File: src/rtl/mips_hazard_ctrl_if.sv
// D-stage request and hazard-control bundle between the MIPS pipeline (master)
// and the hazard/forwarding controller (slave).
interface mips_hazard_ctrl_if #(
    parameter int REG_ADDR_W = 5,
    parameter int NUM_SRC    = 2
);
    logic                          d_valid;
    logic [NUM_SRC*REG_ADDR_W-1:0] d_src;
    logic [NUM_SRC-1:0]            d_src_used;
    logic [REG_ADDR_W-1:0]         d_dst;
    logic                          d_regwrite;
    logic                          d_memread;
    logic                          redirect_x;

    logic                          stall_f;
    logic                          stall_d;
    logic                          bubble_x;
    logic                          flush_d;
    logic [2*NUM_SRC-1:0]          fwd_sel;
    logic [NUM_SRC-1:0]            byp_d;

    modport master (
        output d_valid, d_src, d_src_used, d_dst, d_regwrite, d_memread, redirect_x,
        input  stall_f, stall_d, bubble_x, flush_d, fwd_sel, byp_d
    );

    modport slave (
        input  d_valid, d_src, d_src_used, d_dst, d_regwrite, d_memread, redirect_x,
        output stall_f, stall_d, bubble_x, flush_d, fwd_sel, byp_d
    );
endinterface

File: src/rtl/mips_hazard_ctrl.sv
// Hazard/forwarding controller for the 5-stage MIPS core: shadows X/M/W destination
// info, detects RAW hazards on the D-stage instruction and drives stall/flush/forward controls.
module mips_hazard_ctrl #(
    parameter int REG_ADDR_W = 5,
    parameter int NUM_SRC    = 2,
    parameter int FWD_EN     = 1,
    parameter int CNT_W      = 16
) (
    input  logic                 clk,
    input  logic                 rst,
    mips_hazard_ctrl_if.slave    hz,
    input  logic                 clr_cnt,
    output logic                 x_valid,
    output logic                 m_valid,
    output logic                 w_valid,
    output logic [CNT_W-1:0]     stall_cnt,
    output logic [CNT_W-1:0]     flush_cnt
);

    typedef struct packed {
        logic                          valid;
        logic [REG_ADDR_W-1:0]         dst;
        logic                          regwrite;
        logic                          memread;
        logic [NUM_SRC*REG_ADDR_W-1:0] src;
        logic [NUM_SRC-1:0]            src_used;
    } ent_t;

    ent_t x_q, x_d;
    ent_t m_q, m_d;
    ent_t w_q, w_d;

    logic [CNT_W-1:0] stall_cnt_q, stall_cnt_d;
    logic [CNT_W-1:0] flush_cnt_q, flush_cnt_d;

    logic                 haz;
    logic                 stall;
    logic [2*NUM_SRC-1:0] fwd_sel_c;
    logic [NUM_SRC-1:0]   byp_c;

    // Register 0 is hard-wired to zero, so it never carries a dependency.
    function automatic logic producer_match(input ent_t p,
                                            input logic [REG_ADDR_W-1:0] op,
                                            input logic used);
        return p.valid && p.regwrite && (p.dst != '0) && used && (p.dst == op);
    endfunction

    always_comb begin
        logic [REG_ADDR_W-1:0] d_op;
        logic [REG_ADDR_W-1:0] x_op;
        logic                  d_use;
        logic                  x_use;
        haz       = 1'b0;
        fwd_sel_c = '0;
        byp_c     = '0;
        d_op      = '0;
        x_op      = '0;
        d_use     = 1'b0;
        x_use     = 1'b0;
        for (int i = 0; i < NUM_SRC; i++) begin
            d_op  = hz.d_src[i*REG_ADDR_W +: REG_ADDR_W];
            d_use = hz.d_src_used[i];
            x_op  = x_q.src[i*REG_ADDR_W +: REG_ADDR_W];
            x_use = x_q.src_used[i] && x_q.valid;
            if (FWD_EN != 0) begin
                if (producer_match(x_q, d_op, d_use) && x_q.memread) begin
                    haz = 1'b1;
                end
                // The regfile write in W lands at the edge, too late for this D read.
                if (producer_match(w_q, d_op, d_use)) begin
                    byp_c[i] = 1'b1;
                end
                if (producer_match(m_q, x_op, x_use)) begin
                    fwd_sel_c[2*i +: 2] = 2'b01;
                end else if (producer_match(w_q, x_op, x_use)) begin
                    fwd_sel_c[2*i +: 2] = 2'b10;
                end
            end else begin
                if (producer_match(x_q, d_op, d_use) ||
                    producer_match(m_q, d_op, d_use) ||
                    producer_match(w_q, d_op, d_use)) begin
                    haz = 1'b1;
                end
            end
        end
    end

    // A redirect discards the D instruction, so it overrides any stall request.
    assign stall = haz && hz.d_valid && !hz.redirect_x;

    assign hz.stall_f  = stall;
    assign hz.stall_d  = stall;
    assign hz.bubble_x = stall || hz.redirect_x;
    assign hz.flush_d  = hz.redirect_x;
    assign hz.fwd_sel  = fwd_sel_c;
    assign hz.byp_d    = byp_c;

    always_comb begin
        w_d = m_q;
        m_d = x_q;
        x_d = '0;
        if (!(stall || hz.redirect_x)) begin
            x_d.valid    = hz.d_valid;
            x_d.dst      = hz.d_dst;
            x_d.regwrite = hz.d_regwrite;
            x_d.memread  = hz.d_memread;
            x_d.src      = hz.d_src;
            x_d.src_used = hz.d_src_used;
        end
    end

    always_comb begin
        stall_cnt_d = stall_cnt_q;
        flush_cnt_d = flush_cnt_q;
        if (clr_cnt) begin
            stall_cnt_d = '0;
            flush_cnt_d = '0;
        end else begin
            if (stall && !(&stall_cnt_q)) begin
                stall_cnt_d = stall_cnt_q + CNT_W'(1);
            end
            if (hz.redirect_x && !(&flush_cnt_q)) begin
                flush_cnt_d = flush_cnt_q + CNT_W'(1);
            end
        end
    end

    always_ff @(posedge clk or negedge rst) begin
        if (!rst) begin
            x_q         <= '0;
            m_q         <= '0;
            w_q         <= '0;
            stall_cnt_q <= '0;
            flush_cnt_q <= '0;
        end else begin
            x_q         <= x_d;
            m_q         <= m_d;
            w_q         <= w_d;
            stall_cnt_q <= stall_cnt_d;
            flush_cnt_q <= flush_cnt_d;
        end
    end

    assign x_valid   = x_q.valid;
    assign m_valid   = m_q.valid;
    assign w_valid   = w_q.valid;
    assign stall_cnt = stall_cnt_q;
    assign flush_cnt = flush_cnt_q;

endmodule
File: src/flat_wrapper.sv
// flat-port wrapper written by rule: the top's interface ports become plain ports
module mips_hazard_ctrl_flat 
#(
    parameter int REG_ADDR_W = 5,
    parameter int NUM_SRC    = 2,
    parameter int FWD_EN     = 1,
    parameter int CNT_W      = 16
)
  (clk, rst, clr_cnt, x_valid, m_valid, w_valid, stall_cnt, flush_cnt, hz_d_valid, hz_d_src, hz_d_src_used, hz_d_dst, hz_d_regwrite, hz_d_memread, hz_redirect_x, hz_stall_f, hz_stall_d, hz_bubble_x, hz_flush_d, hz_fwd_sel, hz_byp_d);
  mips_hazard_ctrl_if #(.REG_ADDR_W(REG_ADDR_W), .NUM_SRC(NUM_SRC)) hz_i ();
  input  logic clk;
  input  logic rst;
  input  logic clr_cnt;
  output logic x_valid;
  output logic m_valid;
  output logic w_valid;
  output logic [CNT_W-1:0] stall_cnt;
  output logic [CNT_W-1:0] flush_cnt;
  input wire logic [$bits(hz_i.d_valid)-1:0] hz_d_valid;
  input wire logic [$bits(hz_i.d_src)-1:0] hz_d_src;
  input wire logic [$bits(hz_i.d_src_used)-1:0] hz_d_src_used;
  input wire logic [$bits(hz_i.d_dst)-1:0] hz_d_dst;
  input wire logic [$bits(hz_i.d_regwrite)-1:0] hz_d_regwrite;
  input wire logic [$bits(hz_i.d_memread)-1:0] hz_d_memread;
  input wire logic [$bits(hz_i.redirect_x)-1:0] hz_redirect_x;
  output wire logic [$bits(hz_i.stall_f)-1:0] hz_stall_f;
  output wire logic [$bits(hz_i.stall_d)-1:0] hz_stall_d;
  output wire logic [$bits(hz_i.bubble_x)-1:0] hz_bubble_x;
  output wire logic [$bits(hz_i.flush_d)-1:0] hz_flush_d;
  output wire logic [$bits(hz_i.fwd_sel)-1:0] hz_fwd_sel;
  output wire logic [$bits(hz_i.byp_d)-1:0] hz_byp_d;
  assign hz_i.d_valid = hz_d_valid;
  assign hz_i.d_src = hz_d_src;
  assign hz_i.d_src_used = hz_d_src_used;
  assign hz_i.d_dst = hz_d_dst;
  assign hz_i.d_regwrite = hz_d_regwrite;
  assign hz_i.d_memread = hz_d_memread;
  assign hz_i.redirect_x = hz_redirect_x;
  assign hz_stall_f = hz_i.stall_f;
  assign hz_stall_d = hz_i.stall_d;
  assign hz_bubble_x = hz_i.bubble_x;
  assign hz_flush_d = hz_i.flush_d;
  assign hz_fwd_sel = hz_i.fwd_sel;
  assign hz_byp_d = hz_i.byp_d;
  mips_hazard_ctrl #(.REG_ADDR_W(REG_ADDR_W), .NUM_SRC(NUM_SRC), .FWD_EN(FWD_EN), .CNT_W(CNT_W)) u_core (.clk(clk), .rst(rst), .hz(hz_i), .clr_cnt(clr_cnt), .x_valid(x_valid), .m_valid(m_valid), .w_valid(w_valid), .stall_cnt(stall_cnt), .flush_cnt(flush_cnt));
endmodule
File: config.mk
export PLATFORM = sky130hd
export DESIGN_NAME = mips_hazard_ctrl_flat
export DESIGN_NICKNAME = d
export VERILOG_FILES = /design/src/rtl/mips_hazard_ctrl_if.sv /design/src/rtl/mips_hazard_ctrl.sv /design/src/flat_wrapper.sv
export SDC_FILE = /design/constraint.sdc
export NUM_CORES = 1
export LEC_CHECK = 0
export ABC_AREA = 1
export CAP_MARGIN = 20
export CORE_MARGIN = 2
export CORE_UTILIZATION = 48
export DETAILED_ROUTE_END_ITERATION = 10
export HOLD_SLACK_MARGIN = 0.05
export PLACE_DENSITY = 0.81
export RECOVER_POWER = 100
export SLEW_MARGIN = 0
export SYNTH_ARGS = -nofsm -noshare
export SYNTH_HDL_FRONTEND = slang
export SYNTH_SLANG_ARGS = --single-unit
File: constraint.sdc
create_clock -name clk -period 1.4 [get_ports clk]
set_input_delay 0.35 -clock clk [delete_from_list [all_inputs] [get_ports clk]]
set_output_delay 0.35 -clock clk [all_outputs]
set_load 0.1 [all_outputs]
==> flow_metrics.tcl, run 1 <==
set metrics [dict create \
    outcome "did not finish" \
    outcome.stop_stage "5_1_grt" \
    error "[ERROR GRT-0232] Routing congestion too high. Check the congestion heatmap in the GUI." \
    worstEndpointType "top-level output" \
    htreeDepth 3 \
    yosysSeqAreaShare_pct 44.0 \
    ys.flop_type "dfrtp_1" \
    rows 32 \
    ys_types 31 \
    synth.area.top_cells "dfrtp_1 44%, nand2_1 10%, inv_1 6.2%, nor2_1 6.1%, nand3_1 5.9%" \
    routabilityCongestion 0.940 \
    clockRootBuffer "clkbuf_8" \
    die-height_um 92.4 \
    clk_path_buf_depth 2 \
    postGrtWorstEndpoint "hz_byp_d[1]" \
    netlist_area_um2 3750 \
    cts_made_buffers 9 \
    die_w_um 92.4 \
    grt_max_degree 67 \
    syn_nets 509 \
    syn_avg_cell_area_um2 7.76 \
    portBuffers 68 \
    ys_ff_latch 66 \
    cts_sinks 66 \
    synth_top_area_share_pct 44.0 \
    grt_overflow_total 280 \
    async_reset_ff_share_pct 100 \
    synth-edff-count 0 \
    ys_top_cells_by_count "104 x nand2_1, 66 x dfrtp_1, 62 x inv_1, 61 x nor2_1, 44 x nand3_1" \
    start_util_pct 49.0 \
    ys_warn_count 0 \
    track_usage_pct 88.0 \
    synth.largest_area_cell "dfrtp_1" \
    yosysMostFrequentCell "nand2_1" \
    netlist_instances 483 \
    dp_hpwl_mm 8.22 \
    place_area_um2 6030 \
    io_pins 69 \
]
## cell families after synthesis
kind of cell | share of synthesized area, %
and+or+nand+nor | 34.2
buffers and inverters | 9.24
DFF | 44.0
xor gates and xnor gates | 7.94
AOI/OAI and AO/OA | 3.90
adders and majority gates | 0.667
## routing by layer
metal / overflow / GRT usage, %
met5: 0 / 15.4
met4: 113 / 99.6
met3: 1 / 69.2
met2: 163 / 106
met1: 3 / 85.8
## per-stage QoR
| step | setup slack, ns | std cells | TNS [ns] |
|---|---|---|---|
| 2_1_floorplan | -0.750 | 483 | -15.38 |
| 3_3_place_gp | -0.722 | 745 | -29.22 |
| 3_5_place_dp | -0.751 | 745 | -32.32 |
| 4_1_cts | -0.722 | 802 | -14.73 |
## repair_timing
item                       CTS
gates cloned                 5
hold endpoints to repair    66
setup buffers               35
pin swaps                   35
setup endpoints to repair   91
gates resized for setup    102
hold buffers                 1
==> inputs of run 2 (changes only) <==
--- a/config.mk
+++ b/config.mk
@@ -8,10 +8,9 @@
 export ABC_AREA = 1
 export CAP_MARGIN = 20
 export CORE_MARGIN = 2
-export CORE_UTILIZATION = 48
+export CORE_UTILIZATION = 40
 export DETAILED_ROUTE_END_ITERATION = 10
-export HOLD_SLACK_MARGIN = 0.05
-export PLACE_DENSITY = 0.81
+export PLACE_DENSITY_LB_ADDON = 0.15
 export RECOVER_POWER = 100
 export SLEW_MARGIN = 0
 export SYNTH_ARGS = -nofsm -noshare
==> constraint.sdc (replaced) <==
create_clock -name clk -period 1.8 [get_ports clk]
set_input_delay 0.45 -clock clk [delete_from_list [all_inputs] [get_ports clk]]
set_output_delay 0.45 -clock clk [all_outputs]
set_load 0.1 [all_outputs]
==> flow_metrics.tcl, run 2 <==
set metrics [dict create \
    synth.largest_area_cell "dfrtp_1" \
    setup_viol 9 \
    nets 629 \
    cts_sinks 66 \
    netlist_instances 483 \
    antenna_found_initial 0 \
    whs_ns 0.393 \
    cts_made_buffers 9 \
    htreeDepth 3 \
    synth.area.top_cells "dfrtp_1 44%, nand2_1 10%, inv_1 6.2%, nor2_1 6.1%, nand3_1 5.9%" \
    ys.flop_type "dfrtp_1" \
    cts_tree "yes" \
    core_um2 9150 \
    drc_errors 0 \
    synth-edff-count 0 \
    start_util_pct 41.0 \
    die-height_um 101 \
    post-route-min-period_ns 2.21 \
    syn_nets 509 \
    max_clock_freq_mhz 452 \
    rsz0062_at_grt "yes" \
    drive_gt1_share_pct 35.3 \
    drt_iter0_drc 154 \
    final_common_cell "nand2_1" \
    worstPathRequired_ns 1.35 \
    synth_top_area_share_pct 44.0 \
    setup_ws_ns -0.411 \
    wire_per_inst_um 14.1 \
    area_delta_synth_final_pct 57.4 \
    critPathMaxFanout 5 \
    largest_reg_flops 19 \
    ys_top_cells_by_count "104 x nand2_1, 66 x dfrtp_1, 62 x inv_1, 61 x nor2_1, 44 x nand3_1" \
    end_kind "primary output" \
    dieArea_um2 10200 \
    violations "negative setup slack" \
    layout_common_cells "99 x nand2_1, 55 x inv_1, 53 x nor2_1" \
    die_w_um 101 \
    p_per_area_nw_per_um2 622 \
    first_pass_iters 4 \
    final_hold_viol_count 0 \
    grt_max_degree 37 \
    netlist_area_um2 3750 \
    finish.utilization_pct 64.5 \
    p_leak_uw 0.00272 \
    max-cap-violations 0 \
    critPathLaunchType "flop" \
    final_antenna_net_count 0 \
    vias 3569 \
    cp.arrival_ns 1.76 \
    routabilityCongestion 0.847 \
    grt_pass1_wl_mm 16.6 \
    portBuffers 68 \
    outcome "finished with violations" \
    clk_path_buf_depth 2 \
    clockRootBuffer "clkbuf_8" \
    clock_skew_ns 0.00765 \
    ys_ff_latch 66 \
    syn_avg_cell_area_um2 7.76 \
    max-slew-margin-rel_pct 60.7 \
    rows 35 \
    hold_path.class "flop to flop" \
    slew_violations 0 \
    critPathKind "flop to primary output" \
    ys_warn_count 0 \
    async_reset_ff_share_pct 100 \
    grt_overflow_total 0 \
    diodes 0 \
    tightest_slew_ns 0.589 \
    yosysSeqAreaShare_pct 44.0 \
    pre_cts_slack_ns -0.543 \
    grt_pass1_vias 3573 \
    vdd_drop_max_mv 0.418 \
    fill_cells 771 \
    ys_types 31 \
    clk_pin_slew_ns 0.07 \
    via_per_inst 4.97 \
    io_pins 69 \
    yosysMostFrequentCell "nand2_1" \
    wl_mm 10.1 \
    clock_latency_ns 0.34 \
    dp_hpwl_mm 7.24 \
    finalCritPeriodShare_pct 123 \
    track_usage_pct 20.6 \
]
run 2: cell counts after synthesis:
Identical to the previous run, type by type.
run 2: area by class of cell:
class                   instances  area (um^2)  share of cell area, %
well taps                     111          139                   2.35
multi-input cells             335         2010                   34.1
clock inverters                 5          103                   1.74
repair buffers                124         1550                   26.2
flip-flops and latches         66         1710                   29.0
clock buffers                  10          138                   2.33
inverters                      67          259                   4.39
run 2: stage by stage:
step	cell area (um^2)	std cells	power, uW	TNS (ns)
2_1_floorplan	3970	483	1880	-1.93
3_3_place_gp	5520	695	2150	-15.81
3_5_place_dp	5520	695	2160	-17.90
4_1_cts	5810	713	3680	-3.39
5_1_grt	5900	718	3830	-5.13
6_report	5900	718	3670	-3.13
run 2: cell families (layout without fill, tap and decap cells):
logic type,Yosys count,in the layout,synth area share (%)
AO/OA/AOI/OAI,27,27,3.90
XOR/XNOR,34,34,7.94
adder cells (fa/ha/maj),2,2,0.667
buffers and inverters,83,206,9.24
flip-flops,66,66,44.0
AND/OR/NAND/NOR,271,272,34.2
run 2: path summary, 6_finish.rpt:
path	startpoint	slack [ns]	cells after the start	end
worst max-delay path	u_core.w_q[16]	-0.41	6	hz_byp_d[1]
worst min-delay path	u_core.m_d[13]	0.39	0	u_core.m_q[13]
worst max register to register	u_core.m_d[15]	0.05	11	u_core.stall_cnt[6]
worst min register to register	u_core.m_d[13]	0.39	0	u_core.m_q[13]
max in group asynchronous	rst	0.14	3	u_core.stall_cnt[1]
min in group asynchronous	rst	0.62	2	u_core.m_d[3]
run 2: power breakdown:
group	leakage [uW]	switching, uW	internal (uW)	total (uW)
sequential	0.000837	56.5	1530	1590
clock	0.000118	566	948	1510
combinational	0.00176	322	245	567
total	0.00272	944	2730	3670
run 2: critical path: stages, from the launching register on:
cell     delay, ns
dfrtp_1       0.42
buf_6         0.15
or2_4         0.22
a21oi_2       0.13
nand4_1       0.16
nor2_4        0.16
buf_12        0.18
run 2: per-layer routing:
layer	track usage (%)	up-vias	routed length, um
met5	0	-	0
met4	5.90	0	106
met1	28.3	1696	4670
li1	-	1773	-
met3	4.44	11	442
met2	32.9	89	4890
run 2: timing repair:
item                                   4_1_cts  5_1_grt
hold buffers                                 1        0
endpoints found under the hold margin        8        0
setup endpoints to repair                   40       33
resized for setup                           27       28
setup buffers                                2        3
gates cloned                                 0        2
pin swaps                                   20       20
Power figures use the tool's default switching activity.
==> inputs of run 3 (changes only) <==
--- a/config.mk
+++ b/config.mk
@@ -6,12 +6,14 @@
 export NUM_CORES = 1
 export LEC_CHECK = 0
 export ABC_AREA = 1
+export ABC_CLOCK_PERIOD_IN_PS = 1800
 export CAP_MARGIN = 20
 export CORE_MARGIN = 2
 export CORE_UTILIZATION = 40
 export DETAILED_ROUTE_END_ITERATION = 10
 export PLACE_DENSITY_LB_ADDON = 0.15
 export RECOVER_POWER = 100
+export SKIP_LAST_GASP = 1
 export SLEW_MARGIN = 0
 export SYNTH_ARGS = -nofsm -noshare
 export SYNTH_HDL_FRONTEND = slang
==> flow_metrics.tcl, run 3 (synthesized netlist as in run 2, its figures left out) <==
set metrics [dict create \
    outcome "finished with violations" \
    violations "negative setup slack" \
    clk_pin_slew_ns 0.07 \
    track_usage_pct 20.6 \
    critPathLaunchType "flop" \
    antenna_found_initial 0 \
    cts_tree "yes" \
    drive_gt1_share_pct 31.8 \
    io_pins 69 \
    clockRootBuffer "clkbuf_8" \
    via_per_inst 4.93 \
    switching_share_pct 25.8 \
    switching_power_uw 938 \
    final_hold_viol_count 0 \
    layout_common_cells "101 x nand2_1, 55 x inv_1, 53 x nor2_1" \
    vias 3538 \
    wire_per_inst_um 14.0 \
    tightest_slew_ns 0.595 \
    drc_errors 0 \
    power_frac_seq_pct 43.5 \
    dp_hpwl_mm 7.24 \
    p_per_area_nw_per_um2 639 \
    grt_pass1_wl_mm 16.6 \
    end_kind "primary output" \
    htreeDepth 3 \
    post-route-min-period_ns 2.21 \
    r2r-start "u_core.flush_cnt[1]" \
    rsz0062_at_grt "yes" \
    start_util_pct 41.0 \
    place_area_um2 5520 \
    critPathKind "flop to primary output" \
    crit_path_end "hz_byp_d[1]" \
    core_um2 9150 \
    combPwrFrac_pct 14.8 \
    finish.utilization_pct 62.2 \
    max-slew-margin-rel_pct 60.3 \
    final_antenna_net_count 0 \
    clk_path_buf_depth 2 \
    dieArea_um2 10200 \
    critical_path.startpoint "u_core.w_q[16]" \
    setup_ws_ns -0.410 \
    first_pass_iters 4 \
    reg2reg_to "u_core.flush_cnt[3]" \
    rows 35 \
    grt_max_degree 37 \
    grt_overflow_total 0 \
    largest_reg_flops 19 \
    wl_mm 10.1 \
    routabilityCongestion 0.847 \
    cp.arrival_ns 1.76 \
    clkPwrFrac_pct 41.7 \
    drt_iter0_drc 150 \
    die-height_um 101 \
    area_delta_synth_final_pct 51.8 \
    reg2reg_depth 9 \
    regToRegSetupSlack_ns 0 \
    worstPathRequired_ns 1.35 \
    critPathMaxFanout 5 \
    max-cap-violations 0 \
    p_leak_uw 0.00269 \
    max_clock_freq_mhz 452 \
    fin_area_um2 5690 \
    clock_latency_ns 0.34 \
    cts_made_buffers 9 \
    setup_viol 9 \
    die_w_um 101 \
    portBuffers 68 \
    diodes 0 \
    p_int_uw 2700 \
    grt_pass1_vias 3573 \
    finalCritPeriodShare_pct 123 \
    final_common_cell "nand2_1" \
    slew_violations 0 \
    cts_sinks 66 \
    nets 629 \
    clock_skew_ns 0.00647 \
    hold_path.class "flop to flop" \
    vdd_drop_max_mv 0.430 \
]
==> run 3: changes by cell type in the layout (fill, tap and decap cells not counted), sizes merged <==
| cell | before | now |
|---|---|---|
| buf | 95 | 83 |
| clkbuf | 16 | 28 |
==> run 3: how the worst min path moves through the flow <==
| stage | depth (start not counted) | startpoint | end |
|---|---|---|---|
| floorplan | 0 | rst | u_core.flush_cnt[10] |
| global placement | 1 | rst | u_core.m_d[1] |
| detailed placement | 1 | rst | u_core.m_d[3] |
| CTS | 0 | u_core.m_d[13] | u_core.m_q[13] |
| global route | 0 | u_core.m_d[13] | u_core.m_q[13] |
| finish | 0 | u_core.m_d[13] | u_core.m_q[13] |
==> run 3: layer usage <==
metal / share of wire [%] / track usage [%]
met5: 0 / 0
met4: 0.95 / 5.90
met3: 3.8 / 4.44
met2: 48 / 32.9
met1: 47 / 28.3
==> run 3: final cells by class <==
| cell class | instances | area, um^2 |
|---|---|---|
| inverters | 67 | 259 |
| flip-flops and latches | 66 | 1690 |
| well taps | 111 | 139 |
| clock inverters | 5 | 103 |
| clock buffers | 10 | 138 |
| repair buffers | 124 | 1400 |
| multi-input cells | 335 | 1960 |
| fillers | 806 | 3460 |
==> run 3: power by group through the flow <==
stage	Clock (uW)	Combinational, uW	Sequential, uW
final	1520	537	1580
after global routing	1610	587	1590
after CTS	1550	548	1590
after detailed placement	0	541	1610
after global placement	0	537	1610
after floorplan	0	206	1670
==> run 3: repair_timing <==
item | in CTS | in global routing
endpoints found under the hold margin | 8 | 0
hold buffers | 1 | 0
cloned | 0 | 2
endpoints found under the setup margin | 40 | 33
pin swaps | 20 | 19
resized for setup | 25 | 22
setup buffers | 2 | 3
==> run 3: critical path: stages (launching register included) <==
cell	delay, ns
dfrtp_1	0.42
buf_6	0.15
or2_4	0.22
a21oi_2	0.13
nand4_1	0.16
nor2_4	0.16
buf_12	0.18
==> run 3: per-stage QoR <==
stage,std cells,setup WS [ns],power (uW),hold slack [ns],TNS [ns]
floorplan,483,-0.450,1880,0.154,-1.93
global placement,695,-0.503,2150,0.354,-15.81
detailed placement,695,-0.543,2160,0.354,-17.90
CTS,713,-0.431,3680,0.395,-3.40
global route,718,-0.488,3790,0.410,-7.05
finish,718,-0.410,3640,0.400,-3.15
==> inputs of run 4 (changes only) <==
--- a/config.mk
+++ b/config.mk
@@ -8,7 +8,7 @@
 export ABC_AREA = 1
 export ABC_CLOCK_PERIOD_IN_PS = 1800
 export CAP_MARGIN = 20
-export CORE_MARGIN = 2
+export CORE_MARGIN = 8
 export CORE_UTILIZATION = 40
 export DETAILED_ROUTE_END_ITERATION = 10
 export PLACE_DENSITY_LB_ADDON = 0.15
==> flow_metrics.tcl, run 4 (synthesized netlist as in run 2, its figures left out) <==
set metrics [dict create \
    grt_pass1_vias 3611 \
    max-cap-violations 0 \
    dieArea_um2 12700 \
    cts_sinks 66 \
    whs_ns 0.387 \
    cp.arrival_ns 1.80 \
    drc_errors 0 \
    core_um2 9150 \
    holdBufCountCts 0 \
    max_clock_freq_mhz 444 \
    clk_pin_slew_ns 0.08 \
    critPathLaunchType "flop" \
    drive_gt1_share_pct 34.0 \
    clock_skew_ns 0.0127 \
    nets 626 \
    wl_mm 10.2 \
    p_per_area_nw_per_um2 582 \
    largest_reg_flops 19 \
    rsz0062_at_grt "yes" \
    vdd_drop_max_mv 0.445 \
    setup_viol 24 \
    clk_path_buf_depth 2 \
    slew_violations 0 \
    via_per_inst 4.95 \
    final_antenna_net_count 0 \
    grt_overflow_total 0 \
    critPathMaxFanout 5 \
    io_pins 69 \
    die_w_um 113 \
    portBuffers 68 \
    grt_pass1_wl_mm 17.4 \
    post-route-min-period_ns 2.25 \
    routabilityCongestion 0.888 \
    tightest_slew_ns 1.45 \
    layout_common_cells "98 x nand2_1, 53 x inv_1, 53 x nor2_1" \
    end_kind "primary output" \
    final_common_cell "nand2_1" \
    outcome "finished with violations" \
    worstPathRequired_ns 1.35 \
    vias 3543 \
    hold_path.class "flop to flop" \
    violations "negative setup slack" \
    start_util_pct 41.0 \
    area_delta_synth_final_pct 54.1 \
    htreeDepth 3 \
    clock_latency_ns 0.35 \
    track_usage_pct 16.8 \
    antenna_found_initial 0 \
    rows 35 \
    finalCritPeriodShare_pct 125 \
    cts_tree "yes" \
    cts_made_buffers 9 \
    setup_ws_ns -0.451 \
    wire_per_inst_um 14.3 \
    p_leak_uw 0.00268 \
    max-slew-margin-rel_pct 3.48 \
    die-height_um 113 \
    dp_hpwl_mm 7.72 \
    critPathKind "flop to primary output" \
    post-place-cells 694 \
    diodes 0 \
    first_pass_iters 4 \
    stdcell_count 716 \
    final_hold_viol_count 0 \
    clockRootBuffer "clkbuf_8" \
    drt_iter0_drc 120 \
    grt_max_degree 67 \
]
run 4: final timing paths:
path                            cells past startpoint                   to            from  slack, ns
worst max register to register                     14  u_core.stall_cnt[3]  u_core.m_d[15]      -0.14
max in group asynchronous                           2  u_core.stall_cnt[3]             rst       0.20
worst min register to register                      0       u_core.m_q[13]  u_core.m_d[13]       0.39
worst min-delay path                                0       u_core.m_q[13]  u_core.m_d[13]       0.39
worst max-delay path                                6          hz_byp_d[1]  u_core.w_q[16]      -0.45
min in group asynchronous                           2       u_core.w_q[15]             rst       0.53
run 4: area by class of cell:
class / count / area [um^2]
tap: 111 / 139
timing repair buffer: 122 / 1540
sequential: 66 / 1710
multi-input combinational: 334 / 1940
inverter: 67 / 259
clock buffer: 9 / 124
fill: 813 / 3370
clock inverter: 7 / 70.1
run 4: per-layer routing:
| layer | part of all wire [%] | routed length, um | up-vias | global-route usage (%) |
|---|---|---|---|---|
| met1 | 46 | 4670 | 1681 | 21.3 |
| met2 | 48 | 4910 | 86 | 26.9 |
| li1 | - | - | 1766 | - |
| met4 | 1.1 | 116 | 0 | 5.22 |
| met3 | 5.3 | 539 | 10 | 5.06 |
| met5 | 0 | 0 | - | 0 |
run 4: where the power goes:
| group | internal [uW] | total (uW) | leakage (uW) | switching, uW |
|---|---|---|---|---|
| clock | 636 | 1240 | 0.0000990 | 600 |
| sequential | 1530 | 1590 | 0.000843 | 53.8 |
| combinational | 232 | 542 | 0.00174 | 310 |
| total | 2400 | 3360 | 0.00268 | 963 |
run 4: stage by stage:
stage	setup WS (ns)	power [uW]	utilization [%]	cell area (um^2)	TNS (ns)
finish	-0.451	3360	63.1	5780	-5.31
detailed placement	-0.558	2150	60.1	5500	-17.03
CTS	-0.478	3400	63.2	5790	-3.94
floorplan	-0.450	1880	-	3970	-1.93
global route	-0.496	3510	63.1	5780	-10.84
global placement	-0.521	2140	60.1	5500	-15.72
run 4: worst max-delay path, cell delays in order (launching register included):
cell	delay [ns]
dfrtp_2	0.45
buf_6	0.14
or2_4	0.22
a21oi_2	0.13
nand4_1	0.17
nor2_4	0.15
buf_12	0.18
run 4: what timing repair did:
action | in CTS | in global routing
gates resized for setup | 31 | 16
setup endpoints to repair | 31 | 37
buffers inserted | 3 | 3
gates cloned | 1 | 0
pin swaps | 19 | 12
